`config.mk`:
```
export PLATFORM = sky130hd
export DESIGN_NAME = led_pwm_ctrl
export DESIGN_NICKNAME = d
export VERILOG_FILES = /design/src/rtl/led_pwm_ctrl.sv
export SDC_FILE = /design/constraint.sdc
export NUM_CORES = 1
export LEC_CHECK = 0
export ABC_CLOCK_PERIOD_IN_PS = 5400
export CAP_MARGIN = 20
export CORE_MARGIN = 1
export CORE_UTILIZATION = 61
export DETAILED_ROUTE_END_ITERATION = 10
export DONT_BUFFER_PORTS = 1
export PLACE_DENSITY = 0.87
export SYNTH_ARGS = -nofsm -noshare
export SYNTH_HDL_FRONTEND = slang
export SYNTH_SLANG_ARGS = --single-unit
export TNS_END_PERCENT = 1
```
`constraint.sdc`:
```
create_clock -name clock -period 5.4 [get_ports clock]
set_clock_uncertainty 0.2 [all_clocks]
set_input_delay 1.08 -clock clock [delete_from_list [all_inputs] [get_ports clock]]
set_output_delay 1.08 -clock clock [all_outputs]
set_load 0.005 [all_outputs]
```
`src/rtl/led_pwm_ctrl.sv`:
```
// Multi-channel MMIO LED controller: per-channel PWM brightness, blink gating and register readback.
// Pending duties are promoted to the active set only at PWM wrap, so every PWM period is whole.

module led_pwm_ctrl #(
  parameter int unsigned NUM_CH      = 6,
  parameter logic [15:0] BASE_ADDR   = 16'hFF10,
  parameter int unsigned PWM_BITS    = 8,
  parameter int unsigned BLINK_SHIFT = 16,
  parameter bit          ACTIVE_LOW  = 1'b1
) (
  input  logic              clock,
  input  logic              reset,
  input  logic [15:0]       mmio_addr,
  input  logic [7:0]        mmio_wdata,
  input  logic              mmio_we,
  input  logic              mmio_req,
  output logic              mmio_done,
  output logic [7:0]        mmio_rdata,
  output logic [NUM_CH-1:0] led
);

  localparam logic [15:0]       OFF_ENABLE = 16'd0;
  localparam logic [15:0]       OFF_BLINK  = 16'd1;
  localparam logic [15:0]       OFF_RATE   = 16'd2;
  localparam logic [15:0]       OFF_LAST   = 16'(2 + NUM_CH);
  localparam logic [NUM_CH-1:0] LED_OFF    = {NUM_CH{ACTIVE_LOW}};

  typedef logic [PWM_BITS-1:0] duty_t;

  logic [15:0]            offset;
  logic                   in_range, access, wr_en, rd_en;
  logic                   tick, pwm_wrap;
  logic [7:0]             rd_val;
  logic [NUM_CH-1:0]      ch_on;

  logic [NUM_CH-1:0]      enable_q, enable_d;
  logic [NUM_CH-1:0]      blink_q, blink_d;
  logic [7:0]             rate_q, rate_d;
  duty_t [NUM_CH-1:0]     duty_pend_q, duty_pend_d;
  duty_t [NUM_CH-1:0]     duty_act_q, duty_act_d;
  duty_t                  pwm_cnt_q, pwm_cnt_d;
  logic [BLINK_SHIFT-1:0] presc_q, presc_d;
  logic [7:0]             tick_cnt_q, tick_cnt_d;
  logic                   phase_q, phase_d;
  logic                   done_q, done_d;
  logic [7:0]             rdata_q, rdata_d;
  logic [NUM_CH-1:0]      led_q, led_d;

  // The lower-bound compare keeps addresses below BASE_ADDR from wrapping into range.
  assign offset   = mmio_addr - BASE_ADDR;
  assign in_range = (mmio_addr >= BASE_ADDR) && (offset <= OFF_LAST);
  assign access   = mmio_req && in_range;
  assign wr_en    = access && mmio_we;
  assign rd_en    = access && !mmio_we;

  always_comb begin
    // NOTE: every always_comb output gets a default first; a path that leaves one unassigned infers a latch.
    enable_d    = enable_q;
    blink_d     = blink_q;
    rate_d      = rate_q;
    duty_pend_d = duty_pend_q;
    rd_val      = '0;

    case (offset)
      OFF_ENABLE: rd_val = 8'(enable_q);
      OFF_BLINK:  rd_val = 8'(blink_q);
      OFF_RATE:   rd_val = rate_q;
      default:    ;
    endcase
    for (int i = 0; i < int'(NUM_CH); i++) begin
      if (offset == 16'(3 + i)) rd_val = 8'(duty_pend_q[i]);
    end

    if (wr_en) begin
      case (offset)
        OFF_ENABLE: enable_d = mmio_wdata[NUM_CH-1:0];
        OFF_BLINK:  blink_d  = mmio_wdata[NUM_CH-1:0];
        OFF_RATE:   rate_d   = mmio_wdata;
        default:    ;
      endcase
      for (int i = 0; i < int'(NUM_CH); i++) begin
        if (offset == 16'(3 + i)) duty_pend_d[i] = mmio_wdata[PWM_BITS-1:0];
      end
    end

    done_d  = access;
    rdata_d = rd_en ? rd_val : rdata_q;
  end

  always_comb begin
    pwm_wrap   = (pwm_cnt_q == '1);
    pwm_cnt_d  = pwm_cnt_q + 1'b1;
    duty_act_d = pwm_wrap ? duty_pend_q : duty_act_q;

    tick       = (presc_q == '1);
    presc_d    = presc_q + 1'b1;
    tick_cnt_d = tick_cnt_q;
    phase_d    = phase_q;
    // A RATE write restarts the half-period count and wins over a coincident tick.
    if (wr_en && (offset == OFF_RATE)) begin
      tick_cnt_d = '0;
    end else if (tick) begin
      if (tick_cnt_q == rate_q) begin
        tick_cnt_d = '0;
        phase_d    = !phase_q;
      end else begin
        tick_cnt_d = tick_cnt_q + 8'd1;
      end
    end

    ch_on = '0;
    for (int i = 0; i < int'(NUM_CH); i++) begin
      ch_on[i] = enable_q[i] && (pwm_cnt_q < duty_act_q[i]) && (!blink_q[i] || phase_q);
    end
    led_d = ch_on ^ LED_OFF;
  end

  always_ff @(posedge clock) begin
    // NOTE: state updates are non-blocking so every register samples the pre-edge value of the others.
    if (!reset) begin
      enable_q    <= '0;
      blink_q     <= '0;
      rate_q      <= '0;
      // NOTE: the duty arrays are a handful of flops, not a RAM, so they are reset like any other state.
      duty_pend_q <= '0;
      duty_act_q  <= '0;
      pwm_cnt_q   <= '0;
      presc_q     <= '0;
      tick_cnt_q  <= '0;
      phase_q     <= 1'b0;
      done_q      <= 1'b0;
      rdata_q     <= '0;
      led_q       <= LED_OFF;
    end else begin
      enable_q    <= enable_d;
      blink_q     <= blink_d;
      rate_q      <= rate_d;
      duty_pend_q <= duty_pend_d;
      duty_act_q  <= duty_act_d;
      pwm_cnt_q   <= pwm_cnt_d;
      presc_q     <= presc_d;
      tick_cnt_q  <= tick_cnt_d;
      phase_q     <= phase_d;
      done_q      <= done_d;
      rdata_q     <= rdata_d;
      led_q       <= led_d;
    end
  end

  assign mmio_done  = done_q;
  assign mmio_rdata = rdata_q;
  assign led        = led_q;

endmodule

```
# == After elaboration in Yosys (flattened, before gate mapping) ==
# Index checks and enable logic that the tools add are counted.
# totals
reg_bits,164
in_bits,28
output_inout_bits,15
word_cells,99
# op_classes
addsub,4
order_cmp,8
eq_ne,11
muxes,8
bitwise_logic,3
reduce_logical,43
# ops
cell,count
16-bit by 3-bit equality test with 1-bit output (second input constant),4
8-bit two-way mux,7
8-bit less-than comparator,6
16-bit by 2-bit equality test with 1-bit output (second input constant),2
8-bit one-hot mux with 3 select lines,1
2-bit AND reduction,9
1-bit logical AND,17
16-bit by 1-bit adder with 16-bit output (second input constant),1
8-bit by 1-bit adder with 8-bit output (second input constant),2
16-bit by 1-bit equality test with 1-bit output (second input constant),1
16-bit equality test (second input constant),1
16-bit by 4-bit equality test with 1-bit output (second input constant),1
16-bit >= comparator (second input constant),1
16-bit by 4-bit less-or-equal comparator with 1-bit output (second input constant),1
16-bit zero test,1
16-bit subtractor (second input constant),1
8-bit equality test,1
8-bit equality test (second input constant),1
1-bit zero test,8
1-bit logical OR,6
6-bit NOT,1
3-bit AND reduction,1
1-bit NOT,2
2-bit OR reduction,1

# == Longest topological paths before layout ==
# Gate-level depths: netlist (run 1).
# logic_depth
depth_word,9
mapped_depth,7
ltp_nobuf,6

# == Worst setup path after synthesis (run 1) ==
# OpenSTA, ideal clock, no wires.
# synth_timing
path_type,input -> register
start,input mmio_addr[1]
end,"register rdata_q[4], in the netlist mmio_rdata[4]"
setup_ns,0.118
t_arrival_ns,2.694
t_required_ns,5.082
setup_slack_ns,2.388
path_stages,7
n_path_buf,2
cell_sequence,buf_2 o31ai_1 nand2_2 or3_1 clkbuf_2 or3_1 o2111a_1
# synth_via
elab_chain_len,9
elab_cells_between_ends,22
# synth_rtl
item,line_no,source
start: declaration,13,"input logic [15:0] mmio_addr,"
16-bit subtractor,50,assign offset = mmio_addr - BASE_ADDR;
16-bit by 2-bit equality test with 1-bit output (tied with other cells),64,case (offset)
8-bit one-hot mux with 3 select lines,64,
8-bit two-way mux (6 in a row),71,if (offset == 16'(3 + i)) rd_val = 8'(duty_pend_q[i]);
end signal: assignment,145,rdata_q <= rdata_d;
end: declaration,46,"logic [7:0] rdata_q, rdata_d;"
# Several ways; a longest one is shown, not always the timed one.
# A chain may end at the register's enable or synchronous reset.

# == Worst setup path in the final report (run 1) ==
# layout_timing
start,input mmio_addr[6]
end,register tick_cnt_q[2]
# layout_via
elab_chain_len,7
elab_cells_between_ends,9
# layout_rtl
item,line_no,source
16-bit subtractor,50,
16-bit by 4-bit less-or-equal comparator with 1-bit output,51,assign in_range = (mmio_addr >= BASE_ADDR) && (offset <= OFF_LAST);
1-bit logical AND,51,
1-bit logical AND,52,assign access = mmio_req && in_range;
1-bit logical AND,53,assign wr_en = access && mmio_we;
1-bit logical AND *,100,if (wr_en && (offset == OFF_RATE)) begin
2-bit OR reduction (no line) *,--,
end signal: assignment,142,tick_cnt_q <= tick_cnt_d;
end: declaration,43,"logic [7:0] tick_cnt_q, tick_cnt_d;"
# Every way passes the cells marked *; elsewhere a longest branch is shown, timed or not.

==> results of run 1 <==
==> power groups by stage <==
stage          registers (mW)  logic [mW]  clock network [mW]
3_5_place_dp             1.25      0.0649                   0
2_1_floorplan            1.25      0.0759                   0
6_report                 1.22      0.0655                1.20
5_1_grt                  1.22      0.0723                1.26
3_3_place_gp             1.25      0.0634                   0
4_1_cts                  1.22      0.0660                1.21
==> worst max path at each step <==
stage,start,endpoint
floorplan,mmio_addr[1],mmio_rdata[4]$_SDFFE_PN0P_
global placement,mmio_addr[6],tick_cnt_q[3]$_SDFFE_PP0N_
detailed placement,mmio_addr[6],tick_cnt_q[6]$_SDFFE_PP0N_
CTS,mmio_addr[6],tick_cnt_q[2]$_SDFFE_PP0N_
global route,mmio_addr[6],tick_cnt_q[2]$_SDFFE_PP0N_
finish,mmio_addr[6],tick_cnt_q[2]$_SDFFE_PP0N_
==> cells in the mapped netlist, types with 4 or more instances <==
cell type    n
a21oi_1     12
nand4_1     28
dfxtp_1    164
and2_1      20
buf_1        4
xor2_1      17
buf_2        5
a2111oi_0    7
a221oi_1     4
mux4_2       7
a21boi_0    60
inv_1       43
nand2b_1     8
mux2_2       5
a21o_1      18
nand3_1     18
nor4_1       5
and3_1       9
nor2b_1     49
or3_1        6
clkbuf_1    28
mux2i_1     65
o211ai_1     7
xnor2_1     14
o21ai_0     14
nand2_1    165
ha_1        45
nor3_1       9
nor2_1      17
==> state kept, by name (all words and copies together), names as in the netlist <==
register and count:
duty_pend_q 48, enable_q 6, pwm_cnt_q 8, duty_act_q 48
mmio_done 1, led 6, tick_cnt_q 8, phase_q 1
rate_q 8, blink_q 6, presc_q 16, mmio_rdata 8
==> kinds of logic (layout without fill, tap and decap cells) <==
family,count (synthesis),in the layout,share of synthesized area
simple gates,364,364,0.236
flops,164,164,0.398
mux,77,77,0.105
fa+ha+maj,45,45,0.0683
buf+inv,84,77,0.0416
compound gates,135,135,0.118
xor+xnor,31,31,0.0329
==> stage by stage <==
step	worst slack [ns]	power [mW]	area, sq um
after global placement	2.22	1.31	8320
after CTS	2.56	2.50	8910
final	2.53	2.49	8910
after detailed placement	2.16	1.31	8320
after floorplan	2.39	1.32	8250
after global routing	2.39	2.55	8910
==> metal layers <==
layer  up-vias  track usage  share of wire
met5         -            0              0
met4         0        0.125          0.031
met3        51       0.0772          0.085
met2       314        0.464           0.45
met1      3081        0.399           0.44
li1       3098            -              -
==> final cells by class <==
class | count | share of cell area
repair buffers | 3 | 0.00253
well taps | 176 | 0.0247
clock buffers | 24 | 0.0552
clock inverters | 7 | 0.0110
inverters | 43 | 0.0181
flip-flops and latches | 164 | 0.369
multi-input cells | 652 | 0.520
==> critical path: cells and delay by family <==
family / cells / cell delay, ns
and+or+nand+nor: 5 / 1.89
==> cells in the final DEF, fill, tap and decap left out, types with 12 or more instances in the layout <==
master / Yosys / layout
nor2b_1: 49 / 49
nand3_1: 18 / 18
a21oi_1: 12 / 12
nand4_1: 28 / 28
dfxtp_1: 164 / 164
nor2_1: 17 / 16
o21ai_0: 14 / 14
xor2_1: 17 / 17
inv_1: 43 / 43
clkbuf_16: 0 / 17
xnor2_1: 14 / 14
and2_1: 20 / 20
a21boi_0: 60 / 60
nand2_1: 165 / 165
a21o_1: 18 / 18
mux2i_1: 65 / 65
ha_1: 45 / 45
==> run metrics, run 1 <==
H-tree depth=4; Iteration-0 DRC Markers=about 570; Routed WL=20100 um; Net Sw Frac=0.205; Int Pwr=between 1.5 and 2 mW; run status=complete, no violations; fill count=~950; top cells by area, synth=dfxtp_1 40%, mux2i_1 7.9%, nand2_1 7.5%; top-area cell type share of the netlist area=0.398; Worst Hold Slack=0.261 ns; register-to-register setup slack=~3.0 ns; leakage power=3.12 nW; Crit. End Element=register; Worst path most repeated cell=nand3_1; die height=118 um; maximum clock frequency=about 0.35 GHz; Via density=6.12; RSZ-0062 raised after global routing=false; Hold Buf Count CTS=0; largest area contributor in the netlist=dfxtp_1; CP cell instances=or4b_4, nor3_2, nand3_1, nand3_1, nor2_1; vias in the first global route=6355; Layout Area Growth over Synthesis=7.99%; DP Cell Count=between 1000 and 1500; Starting Density=0.625; DP HPWL=between 10000 and 15000 um; Post-synth ARST share=0; Hold Crit Depth=2; WL/cell=18.8 um; register area=between 0.003 and 0.004 sq mm; Resize count post-CTS=0; root buf cell=clkbuf_16; RD Place Congestion=0.955; layout cell share with drive strength beyond 1=0.0705; Ys Warns=0; global-route wire length before repair=around 33000 um; Max Slew Vio Count=0; syn avg cell area=approximately 9 sq um; Worst Reg-to-Reg Cells=5; Core Util, Final=0.675; post-route ant nets=0; Gate power share=0.026; Tot GR Track Use=0.300; top_reg_cell synth=dfxtp_1; Boundary Pins=43; setup TNS=0 ns; VDD IR-drop max=0.193 mV; crit share post-route=0.532; Final Hold Vio Count=0; P_sw=approximately 0.51 mW; CTS clock-pin slew for the worst setup and hold paths=around 0.060 ns; multi-input logic area=approximately 0.0046 sq mm; FF-to-FF Start=presc_q[3]$_SDFF_PN0_; grt ovf=0; CP startpoint kind=primary input; hold_sp=duty_act_q[23]$_SDFFE_PN0N_; Post-CTS Setup Bufs=0; Synth Instances=900; post-layout min period=2.87 ns; largest net degree at the start of global routing=167; initial antenna violation count=0; CTS tree=done; CP arrival=2.97 ns; Hold Crit Class=register to register; max-capacitance violation count=0; Max FO, Critical Path=9; critical path type=primary input to register; Crit path required time=5.50 ns; final cell count without fillers=between 1000 and 1500; CTS Buf Count=17; RR Endpoint=phase_q$_SDFFE_PN0P_; port bufs=0; slowest cell delay on critical path=0.57 ns; Clk pwr share=0.483; Crit-path slowest cell=or4b_4; n_diodes=0; Post-synth EDFFs=0; FP Rows=42; pwr dens=~280 mW/mm^2; Final Setup Violations=0; Yosys reg bits=164; Post-Syn Area=0.00825 sq mm; pin slew with the least headroom to its limit=0.934 ns; sequential power share=0.490; slew margin rel.=0.377; worst skew pair latency=~0.43 ns; Vias=6544; Layout Nets=954; # DRC=0; maximum buffer depth of the clock tree=2; synth unique cells=about 60; die area=~0.014 sq mm; clk sinks=approximately 160; post-synthesis sequential area ratio=0.398; Syn Nets=973; Pre-antenna DRT Iters=5; Min-Delay Endpoint=duty_act_q[23]$_SDFFE_PN0N_; core area=0.0132 sq mm; die width=about 120 um
Note: power is estimated with default switching activity, not from simulation.
==> inputs of run 2 (changes only) <==
--- a/config.mk
+++ b/config.mk
@@ -5,7 +5,7 @@
 export SDC_FILE = /design/constraint.sdc
 export NUM_CORES = 1
 export LEC_CHECK = 0
-export ABC_CLOCK_PERIOD_IN_PS = 5400
+export ABC_CLOCK_PERIOD_IN_PS = 2750
 export CAP_MARGIN = 20
 export CORE_MARGIN = 1
 export CORE_UTILIZATION = 61
==> constraint.sdc (replaced) <==
create_clock -name clock -period 2.75 [get_ports clock]
set_clock_uncertainty 0.2 [all_clocks]
set_input_delay 0.55 -clock clock [delete_from_list [all_inputs] [get_ports clock]]
set_output_delay 0.55 -clock clock [all_outputs]
set_load 0.005 [all_outputs]
==> run metrics, run 2 (synthesized netlist as in run 1, its figures left out) <==
pin slew with the least headroom to its limit=between 0.9 and 1 ns; maximum buffer depth of the clock tree=2; layout cell share with drive strength beyond 1=0.0930; CTS Buf Count=17; Worst path most repeated cell=nand2_1; crit path capture=duty_act_q[46]$_SDFFE_PN0N_; H-tree depth=4; WL/cell=19.1 um; maximum clock frequency=around 0.45 GHz; setup TNS=0 ns; global-route wire length before repair=around 34000 um; initial antenna violation count=0; FF-to-FF Start=pwm_cnt_q[5]$_SDFF_PN0_; # DRC=0; Crit path required time=~2.9 ns; Final Hold Vio Count=0; Iteration-0 DRC Markers=~700; largest net degree at the start of global routing=~170; Layout Nets=about 970; Crit-path slowest cell=or2_2; Max FO, Critical Path=48; Hold Crit Class=primary input to register; CP cell instances=and3_1, nand2_1, or2_2, nand2_1, a21boi_0; VDD IR-drop max=~0.41 mV; Vias=6737; register-to-register setup slack=0.52 ns; die area=0.0140 sq mm; Via density=between 6 and 7; RD Place Congestion=0.899; post-layout min period=2.23 ns; Tot GR Track Use=0.307; DP HPWL=around 14000 um; routed wl met3=approximately 1800 um; post-route ant nets=0; root buf cell=clkbuf_16; die width=roughly 120 um; Worst Path Buf+Inv=0; grt ovf=0; CTS clock-pin slew for the worst setup and hold paths=0.06 ns; die height=~120 um; Top delay family on crit path=simple AND/OR/NAND/NOR gates; run status=complete, no violations; metal2 WL=9490 um; Final Setup Violations=0; slew margin rel.=0.379; Resize count post-CTS=0; clk sinks=about 160; Max Slew Vio Count=0; Core Util, Final=0.690; Post-CTS Setup Bufs=0; fill count=approximately 900; CP Launch Point=pwm_cnt_q[5]$_SDFF_PN0_; Crit path depth=5; Routed WL=20800 um; max-capacitance violation count=0; vias in the first global route=between 6000 and 7000; Layout Area Growth over Synthesis=10.4%; top routing layer in use=met4; slowest cell delay on critical path=approximately 0.7 ns; Starting Density=0.625; Place WS=0.290 ns; crit share post-route=0.810; critical path type=register to register; Worst Reg-to-Reg Cells=5; RR Endpoint=duty_act_q[46]$_SDFFE_PN0N_; Hold Buf Count CTS=0; RSZ-0062 raised after global routing=false; Pre-antenna DRT Iters=5; leakage power=between 3 and 4 nW; Crit. End Element=register; most common cell after layout, fill and taps aside=nand2_1; final setup margin=~0.52 ns; most frequent cells in the layout=165 x nand2_1, 164 x dfxtp_1, 65 x mux2i_1, 60 x a21boi_0, 49 x nor2b_1; FP Rows=42; Boundary Pins=43; worst skew pair latency=~0.43 ns; biggest regs=duty_act_q: 48 flops, duty_pend_q: 48 flops, presc_q: 16 flops; CP startpoint kind=register; pwr dens=between 500 and 600 mW/mm^2; n_diodes=0; CTS tree=done; port bufs=0; met1 wire length=between 8000 and 9000 um; CP arrival=approximately 2.3 ns; core area=between 0.01 and 0.015 sq mm
==> run 2: cell types whose count changed in the layout (fill, tap and decap cells not counted), sizes merged <==
cell	delta
clkbuf	-4
clkinvlp	+2
inv	+1
bufinv	+2
buf	+20
==> run 2: worst min-delay path by stage <==
stage,slack (ns),depth (start not counted),start,to
final,0.04,1,reset,presc_q[11]$_SDFF_PN0_
after global routing,0.04,1,reset,presc_q[11]$_SDFF_PN0_
after CTS,0.04,1,reset,presc_q[1]$_SDFF_PN0_
after detailed placement,0.26,2,duty_act_q[15]$_SDFFE_PN0N_,duty_act_q[15]$_SDFFE_PN0N_
after global placement,0.25,1,presc_q[0]$_SDFF_PN0_,presc_q[0]$_SDFF_PN0_
after floorplan,0.23,1,presc_q[0]$_SDFF_PN0_,presc_q[0]$_SDFF_PN0_
==> run 2: power by group <==
group / total [mW] / switching [mW] / internal (mW) / leakage, nW
registers: 2.39 / 0.00747 / 2.38 / 1.32
logic: 0.144 / 0.0633 / 0.0812 / 1.62
clock network: 2.52 / 0.977 / 1.54 / 0.293
total: 5.05 / 1.05 / 4.01 / 3.24
==> run 2: metal layers <==
layer  up-vias  global-route usage
li1       3130                   -
met1      3186               0.393
met2       342               0.478
met3        79              0.0811
met4         0               0.155
met5         -                   0
==> run 2: through the flow <==
step	std cells	cell area, sq um	hold WS [ns]	power [mW]
after floorplan	900	8250	0.233	2.59
after global placement	1058	8480	0.245	2.58
after detailed placement	1058	8480	0.256	2.59
after CTS	1090	9110	0.0351	5.07
after global routing	1090	9110	0.0358	5.18
final	1090	9110	0.0447	5.05
==> run 2: area by class of cell <==
type	count	area [sq um]	share of cell area
clock buffer	20	447	0.0491
tap	176	220	0.0242
timing repair buffer	23	185	0.0203
multi-input combinational	652	4630	0.509
inverter	43	161	0.0177
sequential	164	3280	0.361
clock inverter	12	178	0.0195
==> inputs of run 3 (changes only) <==
--- a/config.mk
+++ b/config.mk
@@ -5,13 +5,13 @@
 export SDC_FILE = /design/constraint.sdc
 export NUM_CORES = 1
 export LEC_CHECK = 0
-export ABC_CLOCK_PERIOD_IN_PS = 2750
+export ABC_CLOCK_PERIOD_IN_PS = 1900
 export CAP_MARGIN = 20
 export CORE_MARGIN = 1
-export CORE_UTILIZATION = 61
+export CORE_UTILIZATION = 58
 export DETAILED_ROUTE_END_ITERATION = 10
 export DONT_BUFFER_PORTS = 1
-export PLACE_DENSITY = 0.87
+export PLACE_DENSITY = 0.86
 export SYNTH_ARGS = -nofsm -noshare
 export SYNTH_HDL_FRONTEND = slang
 export SYNTH_SLANG_ARGS = --single-unit
==> constraint.sdc (replaced) <==
create_clock -name clock -period 1.9 [get_ports clock]
set_clock_uncertainty 0.2 [all_clocks]
set_input_delay 0.38 -clock clock [delete_from_list [all_inputs] [get_ports clock]]
set_output_delay 0.38 -clock clock [all_outputs]
set_load 0.005 [all_outputs]
==> run metrics, run 3 (synthesized netlist as in run 1, its figures left out) <==
CTS tree=done; RSZ-0062 raised after global routing=true; Via density=6.44; Layout Nets=around 1100; DP Cell Count=around 1100; CTS clock-pin slew for the worst setup and hold paths=about 0.070 ns; most frequent cells in the layout=165 x nand2_1, 160 x dfxtp_1, 63 x mux2i_1, 58 x a21boi_0, 55 x buf_4; global-route wire length before repair=about 40000 um; Hold Crit Depth=1; Crit-path slowest cell=dlygate4sd3_1; DP Area=0.00888 sq mm; most common cell after layout, fill and taps aside=nand2_1; die height=roughly 120 um; RR Endpoint=presc_q[3]$_SDFF_PN0_; pin slew with the least headroom to its limit=just under 0.5 ns; maximum buffer depth of the clock tree=2; Min-Delay Endpoint=presc_q[4]$_SDFF_PN0_; Max Slew Vio Count=0; maximum clock frequency=roughly 0.52 GHz; critical path type=register to register; post-route ant nets=0; failing checks=negative hold slack, negative setup slack; layout cell share with drive strength beyond 1=0.144; Final Hold Vio Count=40; post-layout min period=around 1.9 ns; initial antenna violation count=2; Starting Density=0.594; CTS Buf Count=17; register-to-register setup slack=-0.03 ns; Post-CTS Setup Bufs=0; # DRC=0; Max FO, Critical Path=5; Worst Hold Slack=-0.122 ns; biggest regs=duty_act_q: 48 flops, duty_pend_q: 48 flops, presc_q: 16 flops; die area=between 0.01 and 0.015 sq mm; FF-to-FF Start=presc_q[0]$_SDFF_PN0_; CP cell instances=buf_4, nand3_1, xnor2_1, and2_1, dlygate4sd3_1; setup TNS=-0.0252 ns; grt ovf=0; port bufs=0; Final Setup Violations=1; Iteration-0 DRC Markers=917; max-capacitance violation count=0; Worst Reg-to-Reg Cells=5; clk sinks=164; hold_sp=reset; Worst Path Buf+Inv=2; Crit path required time=just over 2 ns; H-tree depth=4; Top delay family on crit path=buffers and inverters; final cell count without fillers=between 1000 and 1500; worst skew pair latency=between 0.4 and 0.5 ns; final setup margin=-0.0252 ns; FP Rows=between 40 and 50; Hold Crit Class=primary input to register; final instance area=approximately 0.010 sq mm; WL/cell=21.7 um; RD Place Congestion=between 0.9 and 1; largest net degree at the start of global routing=167; VDD IR-drop max=approximately 0.7 mV; root buf cell=clkbuf_16; DP HPWL=14500 um; CP startpoint kind=register; pwr dens=720 mW/mm^2; Layout Area Growth over Synthesis=21.8%; slew margin rel.=0.675; CP arrival=a little over 2 ns; core area=0.0139 sq mm; Routed WL=about 26000 um; crit share post-route=1.01; Crit. End Element=register; slowest cell delay on critical path=between 0.5 and 0.6 ns; run status=finished with violations; Vias=7628; leakage power=around 3.6 nW; vias in the first global route=7618; die width=between 100 and 150 um; Boundary Pins=43; Pre-antenna DRT Iters=7; Tot GR Track Use=0.364; Core Util, Final=0.724
run 3: changes by cell type in the layout (fill, tap and decap cells not counted), moves of 4 or more:
cell	previous run	this run
dlygate4sd3_1	0	48
buf_4	22	55
a2111oi_0	7	1
buf_12	1	7
a2111oi_2	0	4
dfxtp_1	164	160
dfxtp_2	0	4
run 3: metal layers:
metal | vias up | share of wire | track usage
li1 | 3322 | - | -
met1 | 3541 | 0.37 | 0.417
met2 | 558 | 0.45 | 0.568
met3 | 205 | 0.11 | 0.110
met4 | 2 | 0.080 | 0.275
met5 | - | 0.00039 | 0.0221
run 3: worst max path at each step:
stage	start	to	slack (ns)	cells after the start
final	presc_q[0]$_SDFF_PN0_	presc_q[3]$_SDFF_PN0_	-0.03	5
after global routing	pwm_cnt_q[2]$_SDFF_PN0_	pwm_cnt_q[4]$_SDFF_PN0_	-0.08	5
after global placement	mmio_addr[6]	mmio_rdata[6]$_SDFFE_PN0P_	-0.27	6
after floorplan	mmio_addr[6]	mmio_rdata[4]$_SDFFE_PN0P_	-0.37	6
after detailed placement	mmio_addr[6]	rate_q[1]$_SDFFE_PN0P_	-0.36	6
after CTS	mmio_addr[6]	rate_q[1]$_SDFFE_PN0P_	0.003	6
run 3: power by group:
group / internal (mW) / switching, mW / total, mW
Sequential: 3.45 / 0.0143 / 3.46
Combinational: 0.159 / 0.125 / 0.285
Clock: 1.94 / 1.54 / 3.48
Total: 5.55 / 1.68 / 7.23
run 3: worst reg2reg max path, delay by kind of cell, from the launching register on:
kind	cells	cell delay, ns
DFF	1	0.36
buffers and inverters	2	0.67
and+or+nand+nor	2	0.38
xor gates and xnor gates	1	0.20
run 3: through the flow:
step / setup slack [ns] / total power [mW]
finish: -0.0252 / 7.23
CTS: 0.00277 / 7.16
global route: -0.0783 / 7.37
detailed placement: -0.361 / 3.75
global placement: -0.275 / 3.75
floorplan: -0.375 / 3.76
run 3: final cells by class:
class | count | area [sq um]
clock buffer | 17 | 425
inverter | 43 | 161
fill | 864 | 3830
antenna | 1 | 2.50
tap | 180 | 225
sequential | 164 | 3290
timing repair buffer | 113 | 1070
multi-input combinational | 652 | 4720
clock inverter | 15 | 158
run 3: repair_timing:
item | CTS | global route
resized for setup | 5 | 24
hold buffers | 48 | 1
pin swaps | 0 | 2
endpoints found under the hold margin | 150 | 116
setup endpoints to repair | 11 | 50
